[src/rtl/i2s_pkg.sv]
// Shared constants, state encoding and slot helpers for the I2S frame controller.
package i2s_pkg;

    localparam int unsigned CNT_W      = 10;
    localparam int unsigned BCK_BIT    = 3;
    localparam int unsigned LRCK_BIT   = 9;
    localparam int unsigned SLOT_BITS  = 32;
    localparam int unsigned SLOT_IDX_W = $clog2(SLOT_BITS);

    typedef enum logic [1:0] {
        IDLE,
        RUN,
        DRAIN
    } state_e;

    // True when slot bit index b carries a data bit of a dw-bit word (b = 1..dw).
    function automatic logic bit_in_word(input logic [SLOT_IDX_W-1:0] b, input int unsigned dw);
        return (b != '0) && (32'(b) <= dw);
    endfunction

endpackage

[src/rtl/i2s_frame_timer.sv]
// Gated frame counter and run/drain sequencing; derives the serial clocks and
// the per-edge strobes used by the receive and transmit datapaths.
module i2s_frame_timer
    import i2s_pkg::*;
(
    input  logic                  mck,
    input  logic                  reset,
    input  logic                  enable,
    output logic                  scki,
    output logic                  bck,
    output logic                  lrck,
    output logic                  running,
    output logic [SLOT_IDX_W-1:0] bit_idx,
    output logic [SLOT_IDX_W-1:0] bit_nx_c,
    output logic                  lr_nx_c,
    output logic                  run_nx_c,
    output logic                  rx_smp,
    output logic                  tx_upd,
    output logic                  slot_start,
    output logic                  frame_end
);

    localparam logic [CNT_W-1:0]   CNT_MAX = '1;
    localparam logic [BCK_BIT:0]   BCK_MID = {1'b0, {BCK_BIT{1'b1}}};

    state_e           state;
    state_e           state_nx;
    logic [CNT_W-1:0] cnt;
    logic [CNT_W-1:0] cnt_nx;
    logic             counting;

    always_ff @(posedge mck or posedge reset) begin
        if (reset) begin
            state   <= IDLE;
            cnt     <= '0;
            running <= 1'b0;
        end else begin
            state   <= state_nx;
            cnt     <= cnt_nx;
            running <= run_nx_c;
        end
    end

    // A frame is never cut short: stopping is only taken on the 1023 -> 0 wrap.
    always_comb begin
        state_nx = state;
        cnt_nx   = cnt;
        case (state)
            IDLE: begin
                cnt_nx = '0;
                if (enable) state_nx = RUN;
            end
            RUN: begin
                cnt_nx = cnt + CNT_W'(1);
                if (!enable) state_nx = (cnt == CNT_MAX) ? IDLE : DRAIN;
            end
            DRAIN: begin
                cnt_nx = cnt + CNT_W'(1);
                if (enable)               state_nx = RUN;
                else if (cnt == CNT_MAX)  state_nx = IDLE;
            end
            default: begin
                state_nx = IDLE;
                cnt_nx   = '0;
            end
        endcase
    end

    assign counting = (state != IDLE);
    assign run_nx_c = (state_nx != IDLE);

    assign scki    = cnt[0];
    assign bck     = cnt[BCK_BIT];
    assign lrck    = cnt[LRCK_BIT];
    assign bit_idx = cnt[LRCK_BIT-1:BCK_BIT+1];

    assign bit_nx_c = cnt_nx[LRCK_BIT-1:BCK_BIT+1];
    assign lr_nx_c  = cnt_nx[LRCK_BIT];

    // Strobes mark the edge about to be taken; the IDLE->RUN edge opens the left slot.
    assign rx_smp     = counting && (cnt[BCK_BIT:0] == BCK_MID);
    assign tx_upd     = counting && (&cnt[BCK_BIT:0]);
    assign frame_end  = counting && (cnt == CNT_MAX);
    assign slot_start = ((state == IDLE) && enable)
                     || (counting && (&cnt[LRCK_BIT-1:0]) && run_nx_c);

endmodule

[src/rtl/i2s_frame_ctrl.sv]
// Master-mode I2S frame controller: serial clock generation, receive/transmit
// shifting and valid/ready sample handoff to the DSP core.
module i2s_frame_ctrl
    import i2s_pkg::*;
#(
    parameter int unsigned DATA_W = 24
) (
    input  logic              mck,
    input  logic              reset,
    input  logic              enable,
    input  logic              sdin,
    output logic              sdout,
    output logic              scki,
    output logic              bck,
    output logic              lrck,
    output logic              running,
    output logic [DATA_W-1:0] rx_data,
    output logic              rx_chan,
    output logic              rx_valid,
    input  logic              rx_ready,
    output logic              rx_overrun,
    input  logic [DATA_W-1:0] tx_data,
    input  logic              tx_valid,
    output logic              tx_ready,
    output logic              tx_chan,
    output logic              tx_underrun,
    input  logic              clr_flags
);

    logic [SLOT_IDX_W-1:0] bit_idx;
    logic [SLOT_IDX_W-1:0] bit_nx_c;
    logic                  lr_nx_c;
    logic                  run_nx_c;
    logic                  rx_smp;
    logic                  tx_upd;
    logic                  slot_start;
    logic                  frame_end;

    logic                  stop_c;
    logic                  rx_take_c;
    logic                  rx_done_c;
    logic                  tx_fill_c;
    logic                  tx_shift_c;
    logic                  tx_full_nx_c;
    logic [DATA_W-1:0]     rx_shift_c;
    logic [DATA_W-1:0]     rx_sh;
    logic [DATA_W-1:0]     tx_hold;
    logic [DATA_W-1:0]     tx_sh;
    logic                  tx_full;

    i2s_frame_timer u_timer (
        .mck        (mck),
        .reset      (reset),
        .enable     (enable),
        .scki       (scki),
        .bck        (bck),
        .lrck       (lrck),
        .running    (running),
        .bit_idx    (bit_idx),
        .bit_nx_c   (bit_nx_c),
        .lr_nx_c    (lr_nx_c),
        .run_nx_c   (run_nx_c),
        .rx_smp     (rx_smp),
        .tx_upd     (tx_upd),
        .slot_start (slot_start),
        .frame_end  (frame_end)
    );

    assign stop_c     = frame_end && !run_nx_c;
    assign rx_shift_c = DATA_W'({rx_sh, sdin});
    assign rx_take_c  = rx_smp && bit_in_word(bit_idx, DATA_W);
    assign rx_done_c  = rx_smp && (32'(bit_idx) == DATA_W);
    assign tx_fill_c  = tx_valid && tx_ready;
    assign tx_shift_c = tx_upd && bit_in_word(bit_nx_c, DATA_W);

    // Receive shifter and output word; a new word always replaces a pending one.
    always_ff @(posedge mck or posedge reset) begin
        if (reset) begin
            rx_sh    <= '0;
            rx_data  <= '0;
            rx_chan  <= 1'b0;
            rx_valid <= 1'b0;
        end else begin
            if (rx_take_c) rx_sh <= rx_shift_c;
            if (stop_c) begin
                rx_valid <= 1'b0;
            end else if (rx_done_c) begin
                rx_data  <= rx_shift_c;
                rx_chan  <= lrck;
                rx_valid <= 1'b1;
            end else if (rx_valid && rx_ready) begin
                rx_valid <= 1'b0;
            end
        end
    end

    // Holding register occupancy; the slot-start load empties it even on a same-edge fill.
    always_comb begin
        tx_full_nx_c = tx_full;
        if (stop_c || slot_start) tx_full_nx_c = 1'b0;
        else if (tx_fill_c)       tx_full_nx_c = 1'b1;
    end

    always_ff @(posedge mck or posedge reset) begin
        if (reset) begin
            tx_hold  <= '0;
            tx_full  <= 1'b0;
            tx_ready <= 1'b0;
        end else begin
            if (tx_fill_c && !slot_start) tx_hold <= tx_data;
            tx_full  <= tx_full_nx_c;
            tx_ready <= !tx_full_nx_c;
        end
    end

    always_ff @(posedge mck or posedge reset) begin
        if (reset) begin
            tx_sh   <= '0;
            sdout   <= 1'b0;
            tx_chan <= 1'b0;
        end else begin
            if (stop_c) begin
                tx_sh <= '0;
            end else if (slot_start) begin
                if (tx_fill_c)    tx_sh <= tx_data;
                else if (tx_full) tx_sh <= tx_hold;
                else              tx_sh <= '0;
            end else if (tx_shift_c) begin
                tx_sh <= tx_sh << 1;
            end
            if (tx_upd) sdout <= tx_shift_c ? tx_sh[DATA_W-1] : 1'b0;
            tx_chan <= run_nx_c && !lr_nx_c;
        end
    end

    // Sticky flags; a clear wins over a same-edge set.
    always_ff @(posedge mck or posedge reset) begin
        if (reset) begin
            rx_overrun  <= 1'b0;
            tx_underrun <= 1'b0;
        end else begin
            if (clr_flags)                                   rx_overrun <= 1'b0;
            else if (rx_done_c && rx_valid && !rx_ready)     rx_overrun <= 1'b1;
            if (clr_flags)                                   tx_underrun <= 1'b0;
            else if (slot_start && !tx_fill_c && !tx_full)   tx_underrun <= 1'b1;
        end
    end

endmodule

[config.mk]
export PLATFORM = sky130hd
export DESIGN_NAME = i2s_frame_ctrl
export DESIGN_NICKNAME = d
export VERILOG_FILES = /design/src/rtl/i2s_pkg.sv /design/src/rtl/i2s_frame_timer.sv /design/src/rtl/i2s_frame_ctrl.sv
export SDC_FILE = /design/constraint.sdc
export NUM_CORES = 1
export LEC_CHECK = 0
export CORE_MARGIN = 5
export CORE_UTILIZATION = 35
export DETAILED_ROUTE_END_ITERATION = 8
export GPL_TIMING_DRIVEN = 0
export PLACE_DENSITY = 0.6
export SLEW_MARGIN = 20
export SYNTH_ARGS = -nofsm -noshare
export SYNTH_HDL_FRONTEND = slang
export SYNTH_HIERARCHICAL = 1
export SYNTH_SLANG_ARGS = --single-unit
[constraint.sdc]
create_clock -name mck -period 3.3 [get_ports mck]
set_input_delay 0.33 -clock mck [delete_from_list [all_inputs] [get_ports mck]]
set_output_delay 0.33 -clock mck [all_outputs]
set_load 0.05 [all_outputs]
# Yosys cells after proc, flatten, opt, wreduce, memory -nomap -nowiden
# Cells that the tools add are included.
[totals]
regBits = 116
inputBits = 31
output_inout_bits = 35
wordCells = 88
[classes]
n_addsub = 1
n_lt_le_gt_ge = 2
n_eq_ne = 5
muxes = 22
bitwise_logic = 1
n_reduce_logical = 42
[ops]
columns = ["op", "count"]
rows = [
  ["2-to-1 mux 24 bit", 5],
  ["logical AND 1 bit", 20],
  ["adder 10 x 1 -> 10 bit (second input constant)", 1],
  ["equality test 10 bit (second input constant)", 1],
  ["less-or-equal comparator 5 bit (second input constant)", 2],
  ["2-to-1 mux 1 bit", 10],
  ["2-to-1 mux 10 bit", 1],
  ["2-to-1 mux 2 bit", 5],
  ["nonzero test 5 bit", 2],
  ["AND reduction 9 bit", 1],
  ["nonzero test 2 bit", 4],
  ["zero test 1 bit", 7],
  ["one-hot mux 2 bit (3 select lines)", 1],
  ["nonzero test 3 bit", 2],
  ["equality test 5 bit (second input constant)", 1],
  ["equality test 4 x 3 -> 1 bit (second input constant)", 1],
  ["AND reduction 4 bit", 1],
  ["equality test 2 x 1 -> 1 bit (second input constant)", 1],
  ["equality test 2 bit (second input constant)", 1],
  ["zero test 2 bit", 1],
  ["logical OR 1 bit", 2],
  ["AND reduction 2 bit", 1],
  ["OR reduction 2 bit", 1],
  ["inverter 1 bit", 1],
]

# Depth between registers and ports, before layout
[depth]
word_depth = 11
mapped_depth = 12

# Hierarchy
# The synthesis kept the hierarchy.
[modules_own_cells]
columns = ["mod", "n_inst", "cells_per_inst", "area_per_inst_um2", "seq_area_each_um2"]
rows = [
  ["i2s_frame_ctrl", 1, 378, 4561.9, 2577.5],
  ["i2s_frame_timer", 1, 86, 850.8, 325.3],
]

# Worst setup path before layout
# Ideal clock, no wire load.
[synth_timing]
path_kind = "reg2reg"
from = "reg u_timer.cnt[0]"
to = "reg rx_data[0]"
t_arrival_ns = 2.782
setup_slack_ns = 0.391
stages_incl_launch_ff = 13
path_cell_list = "dfrtp_1 -> ha_1 -> nand3_2 -> or2_4 -> clkinv_4 -> nor3_2 -> a211o_1 -> or2_1 -> nor2b_1 -> buf_2 -> nor2_4 -> buf_6 -> mux2_1"
[synth_between]
elab_chain_cells = 9
[synth_rtl]
columns = ["element", "line_no", "rtl"]
rows = [
  ["start, declared", "i2s_frame_timer.sv:28", "logic [CNT_W-1:0] cnt;"],
  ["start signal, assigned", "i2s_frame_timer.sv:39", "cnt <= cnt_nx;"],
  ["equality test 10 bit *", "i2s_frame_timer.sv:55, i2s_frame_timer.sv:60", ""],
  ["2-to-1 mux 2 bit (on tied branches)", "i2s_frame_timer.sv:60, i2s_frame_timer.sv:55", ""],
  ["2-to-1 mux 2 bit (on tied branches)", "i2s_frame_timer.sv:59, i2s_frame_timer.sv:55", ""],
  ["one-hot mux 2 bit (3 select lines) *", "i2s_frame_timer.sv:48", "case (state)"],
  ["net u_timer.state_nx[1]", "i2s_frame_timer.sv:27", "state_e state_nx;"],
  ["nonzero test 2 bit *", "i2s_frame_timer.sv:70", "assign run_nx_c = (state_nx != IDLE);"],
  ["net run_nx_c", "i2s_frame_ctrl.sv:33", "logic run_nx_c;"],
  ["zero test 1 bit *", "i2s_frame_ctrl.sv:69", "assign stop_c = frame_end && !run_nx_c;"],
  ["logical AND 1 bit *", "i2s_frame_ctrl.sv:69", ""],
  ["inverter 1 bit (no line) *", "-", ""],
  ["AND reduction 2 bit (no line) *", "-", ""],
  ["end signal, assigned", "i2s_frame_ctrl.sv:88", "rx_data <= rx_shift_c;"],
  ["end, declared", "i2s_frame_ctrl.sv:17", "output logic [DATA_W-1:0] rx_data,"],
]
# The timed path passes the listed nets; every way through them passes the cells marked *.
# A chain may end at the register's enable or synchronous reset.

# Final worst setup path
[layout_timing]
from = "reg u_timer.state[0]"
to = "reg tx_hold[18]"
[layout_between]
elab_chain_cells = 8
[layout_rtl]
columns = ["element", "line_no", "rtl"]
rows = [
  ["start, declared", "i2s_frame_timer.sv:26", "state_e state;"],
  ["start signal, assigned", "i2s_frame_timer.sv:38", "state <= state_nx;"],
  ["2-to-1 mux 2 bit", "i2s_frame_timer.sv:60", "else if (cnt == CNT_MAX) state_nx = IDLE;"],
  ["2-to-1 mux 2 bit", "i2s_frame_timer.sv:59", "if (enable) state_nx = RUN;"],
  ["one-hot mux 2 bit (3 select lines)", "i2s_frame_timer.sv:48", ""],
  ["nonzero test 2 bit", "i2s_frame_timer.sv:70", ""],
  ["logical AND 1 bit", "i2s_frame_timer.sv:85", "|| (counting && (&cnt[LRCK_BIT-1:0]) && run_nx_c);"],
  ["logical OR 1 bit *", "i2s_frame_timer.sv:85", ""],
  ["net slot_start", "i2s_frame_ctrl.sv:36", "logic slot_start;"],
  ["zero test 1 bit *", "i2s_frame_ctrl.sv:110", "if (tx_fill_c && !slot_start) tx_hold <= tx_data;"],
  ["logical AND 1 bit *", "i2s_frame_ctrl.sv:110", ""],
  ["end signal, assigned", "i2s_frame_ctrl.sv:110", ""],
  ["end, declared", "i2s_frame_ctrl.sv:47", "logic [DATA_W-1:0] tx_hold;"],
]
# Marks and branches as above.

==> metrics <==
vias in the first global route=3940; clk_skew=roughly 0.0072 ns; FILL cells=1413; initial antenna violation count=0; largest net degree at the start of global routing=63; via count=3763; iteration count of the initial detailed-routing pass=4; Die Y-Extent=134 um; top achievable clock speed=approximately 330 MHz; CTS Hold Bufs=0; top-count cell post-synth=dfrtp_1; top cell type's share of synthesized area=53.6%; pre-CTS setup slack=slightly above 0.1 ns; nets=585; Fin. Hold Viols=0; Core Region=between 0.015 and 0.02 sq mm; Cell variety after synth=55; DR DRC count=0; Die Wd=134 um; post-synthesis net count=500; Setup crit end kind=flip-flop; ys flop type=dfrtp_1; RSZ-0062 raised after global routing=false; CTS Buffer Depth=2; H-tree depth=4; P_leak=3.16 nW; Max Fanout on Critical Path=10; Hold WC Path Type=primary input to asynchronous set/reset pin; Clock transition at path regs=approximately 0.05 ns; gpl congestion=~0.74; Iteration-0 DRC Markers=218; CTS tree=yes; post-layout min period=~3 ns; register area share after synthesis=53.6%; setup TNS after final layout=0 ns; detailed placement HPWL=8.07 mm; antenna cells=0; final worst-path cycle share=91.0%; pins over their slew limit=0; area of the die=0.0181 sq mm; Setup-failing EPs final=0; first-pass GRT wire length=19.8 mm; clock buffer count from CTS=17; Tot GR Track Use=13.8%; met1 Resource Use GR=18.3%; Global Route met2 Usage=22.1%; antenna violation net count after detailed routing=0; PostCTS Resize Cnt=0; GRT Max-Usage Layer=met2; synthesized area=0.00541 sq mm; Initial Utilization=35.6%; PwrDens=740 mW/mm^2; routed vias/inst=5.02; Max IR drop VDD=0.454 mV; Worst Setup SP=u_timer/state[0]$_DFF_PP0_; cell taking the most area after synthesis=dfrtp_1; Final WS setup=0.296 ns; RR Startpoint=u_timer/state[0]$_DFF_PP0_; clk sinks=116; CP required=3.59 ns; post-CTS setup buffer count=0; I/O pins=66; Placed Instances=about 720; critical path arrival=around 3.3 ns; Syn Area/Cell=between 10 and 15 sq um; WL final=11.6 mm; max cap viols=0; routed len/inst=15.4 um; clk_lat worst skew=0.41 ns; actual slew at the worst max-slew pin=approximately 0.55 ns; worst hold slack=0.337 ns; clk root buf=clkbuf_16; critical path class=flip-flop to flip-flop; Commonest cells post-synth=dfrtp_1, mux2_2, nand2_1; CP startpoint kind=flip-flop; ys async rst share=100%; Syn. warnings=6; #FFs+latches synth=116; Slew Limit Headroom=63.0%; EDFF count, synth=0; cell count after synthesis=464; P&R area growth vs syn=27.7%; Rows=45; global route overflow=0; status=completed; layout cell share with drive strength beyond 1=about 29%; input/output buffers=65; Finished Layout Cells=750; grt met3 use=4.05%; top cells by area, synth=dfrtp_1, mux2_2, nand2_1
logic make-up after synthesis:
group                    share of synthesized area, %
AND/OR/NAND/NOR                                  12.2
flip-flops                                       53.6
AO/OA/AOI/OAI                                    11.3
multiplexers                                     15.0
buffers and inverters                            5.55
XOR/XNOR                                         1.13
adder cells (fa/ha/maj)                          1.16
flip-flops by register name, indices dropped and copies added (netlist names):
register,cells
rx_chan,1
rx_data,24
rx_overrun,1
rx_sh,23
rx_valid,1
sdout,1
tx_chan,1
tx_full,1
tx_hold,24
tx_ready,1
tx_sh,24
tx_underrun,1
u_timer/cnt,10
u_timer/running,1
u_timer/state,2
layout by cell type (no fill, tap or decap), types with 3 or more instances in the layout:
cell,count
a31o_2,23
clkbuf_16,17
nor2_1,5
nor2b_1,5
nand2b_1,4
a21oi_1,26
nand2_1,54
clkdlybuf4s50_1,65
clkinv_2,4
buf_4,13
a31oi_1,24
inv_1,8
and2_1,9
clkinv_4,3
buf_6,6
xnor2_1,6
buf_2,10
dfrtp_1,116
mux2_1,12
clkbuf_1,9
mux2_2,60
ha_1,5
nand3_1,26
and3_1,3
clkinvlp_4,5
layer usage:
metal	vias up	routed length [um]	share of wire, %
li1	1825	-	-
met1	1844	5320	46
met2	78	5530	48
met3	16	556	4.8
met4	0	150	1.3
met5	-	0	0
final timing paths:
check | to | slack [ns] | cells past startpoint
setup / recovery | tx_hold[18]$_DFFE_PP0P_ | 0.30 | 11
hold / removal | tx_chan$_DFF_PP0_ | 0.34 | 2
setup reg to reg | tx_hold[18]$_DFFE_PP0P_ | 0.30 | 11
hold reg to reg | rx_data[3]$_DFFE_PP0P_ | 0.48 | 1
max in group asynchronous | rx_data[0]$_DFFE_PP0P_ | 2.33 | 3
min in group mck | rx_data[3]$_DFFE_PP0P_ | 0.48 | 1
worst max-delay path, stage by stage, from the launching register on:
cell	delay [ns]
dfrtp_1	0.41
inv_1	0.11
ha_1	0.26
nor2_1	0.12
o32a_1	0.33
o41ai_1	0.32
a21o_1	0.14
clkbuf_1	0.25
nand2b_1	0.14
buf_2	0.18
clkbuf_4	0.27
mux2_2	0.36
where the power goes:
group          switching, mW  total [mW]  internal [mW]
clock                  0.649        1.77           1.12
sequential             0.202        1.99           1.79
combinational          0.719        1.35          0.630
final cells by class:
type	count	area, sq um	area share [%]
sequential	116	2900	42.0
timing repair buffer	66	678	9.81
inverter	10	47.5	0.688
buffer	40	262	3.78
clock buffer	19	443	6.41
clock inverter	13	135	1.95
multi-input combinational	298	2210	32.0
tap	188	235	3.40
metrics by stage:
stage | util [%] | total power [mW] | area, sq um
after global placement | 41.4 | 3.31 | 6300
after floorplan | - | 2.99 | 5410
after global routing | 45.5 | 5.43 | 6910
after CTS | 45.4 | 5.17 | 6910
final | 45.5 | 5.11 | 6910
after detailed placement | 41.6 | 3.37 | 6330
Power figures use the tool's default switching activity.
